===== config.mk =====
export PLATFORM = sky130hd
export DESIGN_NAME = pipe_control
export DESIGN_NICKNAME = d
export VERILOG_FILES = /design/src/rtl/pipe_control.sv
export SDC_FILE = /design/constraint.sdc
export NUM_CORES = 1
export LEC_CHECK = 0
export ABC_AREA = 1
export BUFFER_PORTS_ARGS = -buffer_cell sky130_fd_sc_hd__buf_4
export CAP_MARGIN = 15
export CORE_MARGIN = 2
export CORE_UTILIZATION = 55
export CTS_BUF_LIST = sky130_fd_sc_hd__clkbuf_8
export CTS_CLUSTER_DIAMETER = 150
export DETAILED_ROUTE_END_ITERATION = 7
export PLACE_DENSITY_LB_ADDON = 0.08
export SLEW_MARGIN = 40
export SYNTH_ARGS = -nofsm -noshare
export SYNTH_HDL_FRONTEND = slang
export SYNTH_SLANG_ARGS = --single-unit
export TNS_END_PERCENT = 10

===== constraint.sdc =====
create_clock -name clk -period 4 [get_ports clk]
set_input_delay 0.6 -clock clk [delete_from_list [all_inputs] [get_ports clk]]
set_output_delay 0.6 -clock clk [all_outputs]
set_load 0.05 [all_outputs]

===== src/rtl/pipe_control.sv =====
// pipe_control: control path for the 5-stage RV32I pipeline.
// Decodes the ID instruction, carries the control bundle through ID/EX,
// EX/MEM and MEM/WB, and resolves load-use stalls, redirect flushes and
// EX-stage operand forwarding.
module pipe_control #(
  parameter int REG_ADDR_WIDTH = 5,
  parameter int ALU_CTRL_WIDTH = 3,
  parameter int FWD_EN         = 1
) (
  input  logic                      clk,
  input  logic                      rst_n,
  input  logic                      id_valid,
  input  logic [6:0]                op,
  input  logic [2:0]                funct3,
  input  logic                      funct7,
  input  logic [REG_ADDR_WIDTH-1:0] rs1,
  input  logic [REG_ADDR_WIDTH-1:0] rs2,
  input  logic [REG_ADDR_WIDTH-1:0] rd,
  input  logic                      ex_eq,
  output logic [1:0]                imm_src,
  output logic                      stall_f,
  output logic                      stall_d,
  output logic                      flush_d,
  output logic                      flush_e,
  output logic                      pc_src,
  output logic                      ex_reg_write,
  output logic                      ex_mem_write,
  output logic                      ex_alu_src,
  output logic                      ex_branch,
  output logic                      ex_jump,
  output logic [1:0]                ex_result_src,
  output logic [ALU_CTRL_WIDTH-1:0] ex_alu_ctrl,
  output logic [REG_ADDR_WIDTH-1:0] ex_rd,
  output logic [1:0]                fwd_a,
  output logic [1:0]                fwd_b,
  output logic                      mem_reg_write,
  output logic                      mem_mem_write,
  output logic [1:0]                mem_result_src,
  output logic [REG_ADDR_WIDTH-1:0] mem_rd,
  output logic                      wb_reg_write,
  output logic [1:0]                wb_result_src,
  output logic [REG_ADDR_WIDTH-1:0] wb_rd,
  output logic                      ex_illegal
);

  localparam logic [6:0] OP_LW  = 7'b0000011;
  localparam logic [6:0] OP_SW  = 7'b0100011;
  localparam logic [6:0] OP_R   = 7'b0110011;
  localparam logic [6:0] OP_I   = 7'b0010011;
  localparam logic [6:0] OP_BR  = 7'b1100011;
  localparam logic [6:0] OP_JAL = 7'b1101111;

  localparam logic [ALU_CTRL_WIDTH-1:0] ALU_ADD = ALU_CTRL_WIDTH'(0);
  localparam logic [ALU_CTRL_WIDTH-1:0] ALU_SUB = ALU_CTRL_WIDTH'(1);
  localparam logic [ALU_CTRL_WIDTH-1:0] ALU_AND = ALU_CTRL_WIDTH'(2);
  localparam logic [ALU_CTRL_WIDTH-1:0] ALU_OR  = ALU_CTRL_WIDTH'(3);
  localparam logic [ALU_CTRL_WIDTH-1:0] ALU_SLT = ALU_CTRL_WIDTH'(5);

  localparam logic [REG_ADDR_WIDTH-1:0] X0 = '0;

  // ALU operation for R-type and I-ALU; sub_en is only set for R-type
  function automatic logic [ALU_CTRL_WIDTH-1:0] alu_op(input logic [2:0] f3,
                                                       input logic       sub_en);
    case (f3)
      3'b000:  return sub_en ? ALU_SUB : ALU_ADD;
      3'b111:  return ALU_AND;
      3'b110:  return ALU_OR;
      3'b010:  return ALU_SLT;
      default: return ALU_ADD;
    endcase
  endfunction

  // ID decode results
  logic                      dec_reg_write;
  logic                      dec_mem_write;
  logic                      dec_alu_src;
  logic                      dec_branch;
  logic                      dec_jump;
  logic [1:0]                dec_result_src;
  logic [ALU_CTRL_WIDTH-1:0] dec_alu_ctrl;
  logic [1:0]                dec_imm_src;
  logic                      dec_legal;
  logic                      dec_illegal;

  // ID/EX register
  logic                      ex_reg_write_q,  ex_reg_write_d;
  logic                      ex_mem_write_q,  ex_mem_write_d;
  logic                      ex_alu_src_q,    ex_alu_src_d;
  logic                      ex_branch_q,     ex_branch_d;
  logic                      ex_jump_q,       ex_jump_d;
  logic [1:0]                ex_result_src_q, ex_result_src_d;
  logic [ALU_CTRL_WIDTH-1:0] ex_alu_ctrl_q,   ex_alu_ctrl_d;
  logic [REG_ADDR_WIDTH-1:0] ex_rd_q,         ex_rd_d;
  logic [REG_ADDR_WIDTH-1:0] ex_rs1_q,        ex_rs1_d;
  logic [REG_ADDR_WIDTH-1:0] ex_rs2_q,        ex_rs2_d;
  logic                      ex_funct3_0_q,   ex_funct3_0_d;
  logic                      ex_illegal_q,    ex_illegal_d;

  // EX/MEM register
  logic                      mem_reg_write_q,  mem_reg_write_d;
  logic                      mem_mem_write_q,  mem_mem_write_d;
  logic [1:0]                mem_result_src_q, mem_result_src_d;
  logic [REG_ADDR_WIDTH-1:0] mem_rd_q,         mem_rd_d;

  // MEM/WB register
  logic                      wb_reg_write_q,  wb_reg_write_d;
  logic [1:0]                wb_result_src_q, wb_result_src_d;
  logic [REG_ADDR_WIDTH-1:0] wb_rd_q,         wb_rd_d;

  // hazard terms
  logic ex_hit;
  logic mem_hit;
  logic load_use;
  logic raw_stall;
  logic stall;

  // Decode the ID instruction into a control bundle; bubbles and unknown opcodes give all zeros
  always_comb begin
    dec_reg_write  = 1'b0;
    dec_mem_write  = 1'b0;
    dec_alu_src    = 1'b0;
    dec_branch     = 1'b0;
    dec_jump       = 1'b0;
    dec_result_src = 2'b00;
    dec_alu_ctrl   = ALU_ADD;
    dec_imm_src    = 2'b00;
    dec_legal      = 1'b0;
    if (id_valid) begin
      dec_legal = 1'b1;
      case (op)
        OP_LW: begin
          dec_reg_write  = 1'b1;
          dec_alu_src    = 1'b1;
          dec_result_src = 2'b01;
        end
        OP_SW: begin
          dec_mem_write = 1'b1;
          dec_alu_src   = 1'b1;
          dec_imm_src   = 2'b01;
        end
        OP_R: begin
          dec_reg_write = 1'b1;
          dec_alu_ctrl  = alu_op(funct3, funct7);
        end
        OP_I: begin
          dec_reg_write = 1'b1;
          dec_alu_src   = 1'b1;
          dec_alu_ctrl  = alu_op(funct3, 1'b0);
        end
        OP_BR: begin
          dec_branch   = 1'b1;
          dec_alu_ctrl = ALU_SUB;
          dec_imm_src  = 2'b10;
        end
        OP_JAL: begin
          dec_jump       = 1'b1;
          dec_reg_write  = 1'b1;
          dec_result_src = 2'b10;
          dec_imm_src    = 2'b11;
        end
        default: dec_legal = 1'b0;
      endcase
    end
    dec_illegal = id_valid & ~dec_legal;
  end

  assign imm_src = dec_imm_src;

  // Redirect, load-use and (without forwarding) RAW stall resolution; a taken redirect wins
  always_comb begin
    ex_hit    = ex_reg_write_q && (ex_rd_q != X0) &&
                ((ex_rd_q == rs1) || (ex_rd_q == rs2));
    mem_hit   = mem_reg_write_q && (mem_rd_q != X0) &&
                ((mem_rd_q == rs1) || (mem_rd_q == rs2));
    load_use  = id_valid && (ex_result_src_q == 2'b01) && ex_hit;
    raw_stall = (FWD_EN == 0) && id_valid && (ex_hit || mem_hit);
    pc_src    = ex_jump_q | (ex_branch_q & (ex_eq ^ ex_funct3_0_q));
    stall     = (load_use | raw_stall) & ~pc_src;
    stall_f   = stall;
    stall_d   = stall;
    flush_d   = pc_src;
    flush_e   = pc_src | stall;
  end

  // EX operand forwarding: MEM result beats WB result, x0 never forwarded
  always_comb begin
    fwd_a = 2'b00;
    fwd_b = 2'b00;
    if (FWD_EN != 0) begin
      if (mem_reg_write_q && (mem_rd_q != X0) && (mem_rd_q == ex_rs1_q))
        fwd_a = 2'b10;
      else if (wb_reg_write_q && (wb_rd_q != X0) && (wb_rd_q == ex_rs1_q))
        fwd_a = 2'b01;
      if (mem_reg_write_q && (mem_rd_q != X0) && (mem_rd_q == ex_rs2_q))
        fwd_b = 2'b10;
      else if (wb_reg_write_q && (wb_rd_q != X0) && (wb_rd_q == ex_rs2_q))
        fwd_b = 2'b01;
    end
  end

  // Next-state for the pipeline registers: ID/EX takes a bubble on flush_e, later stages always advance
  always_comb begin
    ex_reg_write_d  = 1'b0;
    ex_mem_write_d  = 1'b0;
    ex_alu_src_d    = 1'b0;
    ex_branch_d     = 1'b0;
    ex_jump_d       = 1'b0;
    ex_result_src_d = 2'b00;
    ex_alu_ctrl_d   = ALU_ADD;
    ex_rd_d         = X0;
    ex_rs1_d        = X0;
    ex_rs2_d        = X0;
    ex_funct3_0_d   = 1'b0;
    ex_illegal_d    = 1'b0;
    if (!flush_e) begin
      ex_reg_write_d  = dec_reg_write;
      ex_mem_write_d  = dec_mem_write;
      ex_alu_src_d    = dec_alu_src;
      ex_branch_d     = dec_branch;
      ex_jump_d       = dec_jump;
      ex_result_src_d = dec_result_src;
      ex_alu_ctrl_d   = dec_alu_ctrl;
      ex_rd_d         = dec_legal ? rd  : X0;
      ex_rs1_d        = dec_legal ? rs1 : X0;
      ex_rs2_d        = dec_legal ? rs2 : X0;
      ex_funct3_0_d   = dec_legal & funct3[0];
      ex_illegal_d    = dec_illegal;
    end
    mem_reg_write_d  = ex_reg_write_q;
    mem_mem_write_d  = ex_mem_write_q;
    mem_result_src_d = ex_result_src_q;
    mem_rd_d         = ex_rd_q;
    wb_reg_write_d   = mem_reg_write_q;
    wb_result_src_d  = mem_result_src_q;
    wb_rd_d          = mem_rd_q;
  end

  // Pipeline registers; reset drops every in-flight instruction to a NOP
  always_ff @(posedge clk or negedge rst_n) begin
    if (!rst_n) begin
      ex_reg_write_q   <= 1'b0;
      ex_mem_write_q   <= 1'b0;
      ex_alu_src_q     <= 1'b0;
      ex_branch_q      <= 1'b0;
      ex_jump_q        <= 1'b0;
      ex_result_src_q  <= 2'b00;
      ex_alu_ctrl_q    <= ALU_ADD;
      ex_rd_q          <= X0;
      ex_rs1_q         <= X0;
      ex_rs2_q         <= X0;
      ex_funct3_0_q    <= 1'b0;
      ex_illegal_q     <= 1'b0;
      mem_reg_write_q  <= 1'b0;
      mem_mem_write_q  <= 1'b0;
      mem_result_src_q <= 2'b00;
      mem_rd_q         <= X0;
      wb_reg_write_q   <= 1'b0;
      wb_result_src_q  <= 2'b00;
      wb_rd_q          <= X0;
    end else begin
      ex_reg_write_q   <= ex_reg_write_d;
      ex_mem_write_q   <= ex_mem_write_d;
      ex_alu_src_q     <= ex_alu_src_d;
      ex_branch_q      <= ex_branch_d;
      ex_jump_q        <= ex_jump_d;
      ex_result_src_q  <= ex_result_src_d;
      ex_alu_ctrl_q    <= ex_alu_ctrl_d;
      ex_rd_q          <= ex_rd_d;
      ex_rs1_q         <= ex_rs1_d;
      ex_rs2_q         <= ex_rs2_d;
      ex_funct3_0_q    <= ex_funct3_0_d;
      ex_illegal_q     <= ex_illegal_d;
      mem_reg_write_q  <= mem_reg_write_d;
      mem_mem_write_q  <= mem_mem_write_d;
      mem_result_src_q <= mem_result_src_d;
      mem_rd_q         <= mem_rd_d;
      wb_reg_write_q   <= wb_reg_write_d;
      wb_result_src_q  <= wb_result_src_d;
      wb_rd_q          <= wb_rd_d;
    end
  end

  assign ex_reg_write   = ex_reg_write_q;
  assign ex_mem_write   = ex_mem_write_q;
  assign ex_alu_src     = ex_alu_src_q;
  assign ex_branch      = ex_branch_q;
  assign ex_jump        = ex_jump_q;
  assign ex_result_src  = ex_result_src_q;
  assign ex_alu_ctrl    = ex_alu_ctrl_q;
  assign ex_rd          = ex_rd_q;
  assign ex_illegal     = ex_illegal_q;
  assign mem_reg_write  = mem_reg_write_q;
  assign mem_mem_write  = mem_mem_write_q;
  assign mem_result_src = mem_result_src_q;
  assign mem_rd         = mem_rd_q;
  assign wb_reg_write   = wb_reg_write_q;
  assign wb_result_src  = wb_result_src_q;
  assign wb_rd          = wb_rd_q;

endmodule


==> flow_metrics.env <==
export IMPL_status="finished clean"
export IMPL_syn_area_per_cell_um2=8.620
export IMPL_dp_cells=357
export IMPL_critPathArrivalTime_ps=1780
export IMPL_fin_crit_sh_pct=59.55
export IMPL_track_usage_pct=22.25
export IMPL_fin_ws_ps=1618
export IMPL_vdd_drop_max_v=0.0001959
export IMPL_drt_initial_drc_count=97
export IMPL_clkLatencyLatePin_ps=290
export IMPL_place_hpwl_um=3268
export IMPL_drv_slew=0
export IMPL_drc=0
export IMPL_initial_core_util_pct=57.45
export IMPL_top_usage_layer="met2"
export IMPL_clk_pin_slew_worst_paths_ps=80
export IMPL_grt_use_met1_pct=29.39
export IMPL_yosysUniqueCellTypes=19
export IMPL_cts_tree="done"
export IMPL_setup_violations=0
export IMPL_dieArea_um2=4335
export IMPL_cp_top_family="simple AND/OR/NAND/NOR gates"
export IMPL_pin_count=74
export IMPL_synth_simple_area_share_pct=29.21
export IMPL_power_per_cell_area_nw_per_um2=324.3
export IMPL_root_buffer="clkbuf_8"
export IMPL_met2_usage_pct=36.87
export IMPL_place_congestion=0.8305
export IMPL_crit_type="reg2out"
export IMPL_synth_seq_area_share_pct=52.35
export IMPL_instances_no_fill=365
export IMPL_crit_fanout=28
export IMPL_ys_ff_latch=44
export IMPL_synth_top_family_by_area="simple AND/OR/NAND/NOR gates"
export IMPL_syn_inst=244
export IMPL_wl_per_cell_um=11.98
export IMPL_n_fill_cell=304
export IMPL_use_met3_pct=4.259
export IMPL_vias=1747
export IMPL_period_minus_slack_ps=2382
export IMPL_yosysMostFrequentCell="nor2_1"
export IMPL_grt_pass1_vias=1678
export IMPL_tightestPinTransition_ps=527.5
export IMPL_htreeDepth=2
export IMPL_grt_overflow=0
export IMPL_synth_area_mux_share_pct=0
export IMPL_core_um2=3661
export IMPL_synth_edff_count=0
export IMPL_critPathCaptureType="output pin"
export IMPL_rows=22
export IMPL_skew_ps=3.576
export IMPL_path_buf_inv=2
export IMPL_critical_path_most_common_cell="nand2_1"
export IMPL_drive_gt1_share_pct=28.08
export IMPL_drt_pass1_iter_count=4
export IMPL_die_w_um=65.84
export IMPL_syn_nets=274
export IMPL_nets=346
export IMPL_hold_path_class="in2async"
export IMPL_crit_path_max_incr_delay_ps=470
export IMPL_synthToLayoutAreaGrowth_pct=30.99
export IMPL_cts_path_max_buffers=2
export IMPL_avgViaCountPerCell=4.786
export IMPL_setup_tns_ps=0
export IMPL_synth_top_cell_area_share_pct=52.35
export IMPL_postSynth_asyncResetShare_pct=100.0
export IMPL_cts_sinks=44
export IMPL_post_cts_setup_buffers=0
export IMPL_final_hold_violation_count=0
export IMPL_cp_data_required_time_ps=3400
export IMPL_grt_max_degree=45
export IMPL_yosys_warnings=0
export IMPL_synthAdderAreaFrac_pct=0
export IMPL_rsz0062_at_grt="no"
export IMPL_relSlewSlack_pct=64.83
export IMPL_synth_commonest_cells="nor2_1 (48), dfrtp_1 (44), nand2_1 (43)"
export IMPL_crit_chain="inv_1 -> nand2_1 -> nand2_1 -> nor2_1 -> nand3_1 -> nand2_1 -> nand2_2 -> nand2_4 -> buf_4"
export IMPL_numCtsBuffers=5
export IMPL_dp_slack_ps=1722
export IMPL_p_leak_nw=1.587
export IMPL_synth_xor_area_share_pct=9.161
export IMPL_fmax_mhz=419.8
export IMPL_synth_compound_area_share_pct=0.9518
export IMPL_synth_largest_area_cell="dfrtp_1"
export IMPL_die_h_um=65.84
export IMPL_ys_flop_type="dfrtp_1"
export IMPL_maxCapViolCount=0
export IMPL_synth_area_top_cells="dfrtp_1 (52%), nor2_1 (8.6%), nand2_1 (7.7%), nand3_1 (6.9%), xnor2_1 (5.8%)"
export IMPL_cts_resized=0
export IMPL_antenna_found_initial=0
export IMPL_cp_slowest_cell="dfrtp_1"
export IMPL_antenna_cells=0
export IMPL_whs_ps=280.6
export IMPL_portBuffers=73
export IMPL_wirelength_um=4371
export IMPL_ctsHoldBuffers=0
export IMPL_grt_first_pass_wirelength_um=7293
export IMPL_ant_nets=0
export IMPL_synth_area_um2=2103
export IMPL_start_kind="flop"
==> metrics by stage <==
step	instance area, um^2	util [%]	power [W]
after floorplan	2103	-	0.0005039
after global placement	2634	71.94	0.0005450
after detailed placement	2634	71.94	0.0005461
after CTS	2755	75.26	0.0008985
after global routing	2755	75.26	0.0009341
final	2755	75.26	0.0008934
==> cells in the final DEF (no fill, tap or decap), types with 4 or more instances in the layout <==
cell type / count
buf_4: 73
clkbuf_8: 6
dfrtp_1: 44
inv_1: 26
nand2_1: 43
nand3_1: 29
nand4_1: 5
nor2_1: 48
nor2_2: 4
nor3_1: 6
xnor2_1: 14
xor2_1: 8
==> kinds of logic after synthesis <==
logic type	Yosys count
compound gates	4
xor+xnor	22
buf+inv	34
flops	44
simple gates	140
==> worst reg2reg max path, stage by stage (launching register included) <==
cell and delay (ps):
dfrtp_1 470, inv_1 60, nand2_1 60, nand2_1 50, nor2_1 110, nand3_1 90, nand2_1 70, nand2_2 70
nand2_4 250, nor2_1 100
==> where the power goes <==
group          internal, W  switching [W]
combinational    0.0000346      0.0000495
sequential        0.000448     0.00000404
clock             0.000204       0.000153
total             0.000687       0.000206
==> final cells by class <==
type / count / area [um^2] / share of cell area, %
Inverter: 26 / 97.59 / 3.542
Sequential cell: 44 / 1101 / 39.96
Tap cell: 48 / 60.06 / 2.180
Multi-Input combinational cell: 166 / 827.0 / 30.02
Clock buffer: 6 / 82.58 / 2.997
Clock inverter: 2 / 38.79 / 1.408
Timing Repair Buffer: 73 / 548.0 / 19.89
==> worst paths after layout <==
kind	from	to	slack, ps	cells past startpoint
setup reg to reg	ex_rd[4]	ex_alu_ctrl[2]	2550	9
hold reg to reg	ex_mem_write	mem_mem_write	380	0
setup / recovery	ex_rd[4]	flush_e	1620	9
hold / removal	rst_n	ex_rs1_q[4]	280	1
max in group asynchronous	rst_n	ex_rs2_q[2]	3360	1
min in group clk	ex_mem_write	mem_mem_write	380	0
==> metal layers <==
layer	wire [um]	up-vias
li1	-	898
met3	271	4
met5	0	-
met4	38	0
met2	2127	58
met1	1935	787
==> registers in the layout, summed over array words and instances, names as in the netlist <==
signal	count
ex_mem_write	1
ex_reg_write	1
ex_rs2_q	5
ex_funct3_0_q	1
ex_illegal	1
ex_rs1_q	5
ex_jump	1
mem_reg_write	1
wb_rd	5
ex_rd	5
mem_mem_write	1
wb_result_src	2
ex_alu_src	1
wb_reg_write	1
mem_result_src	2
ex_alu_ctrl	3
ex_branch	1
mem_rd	5
ex_result_src	2
(Power assumes the default switching activity.)
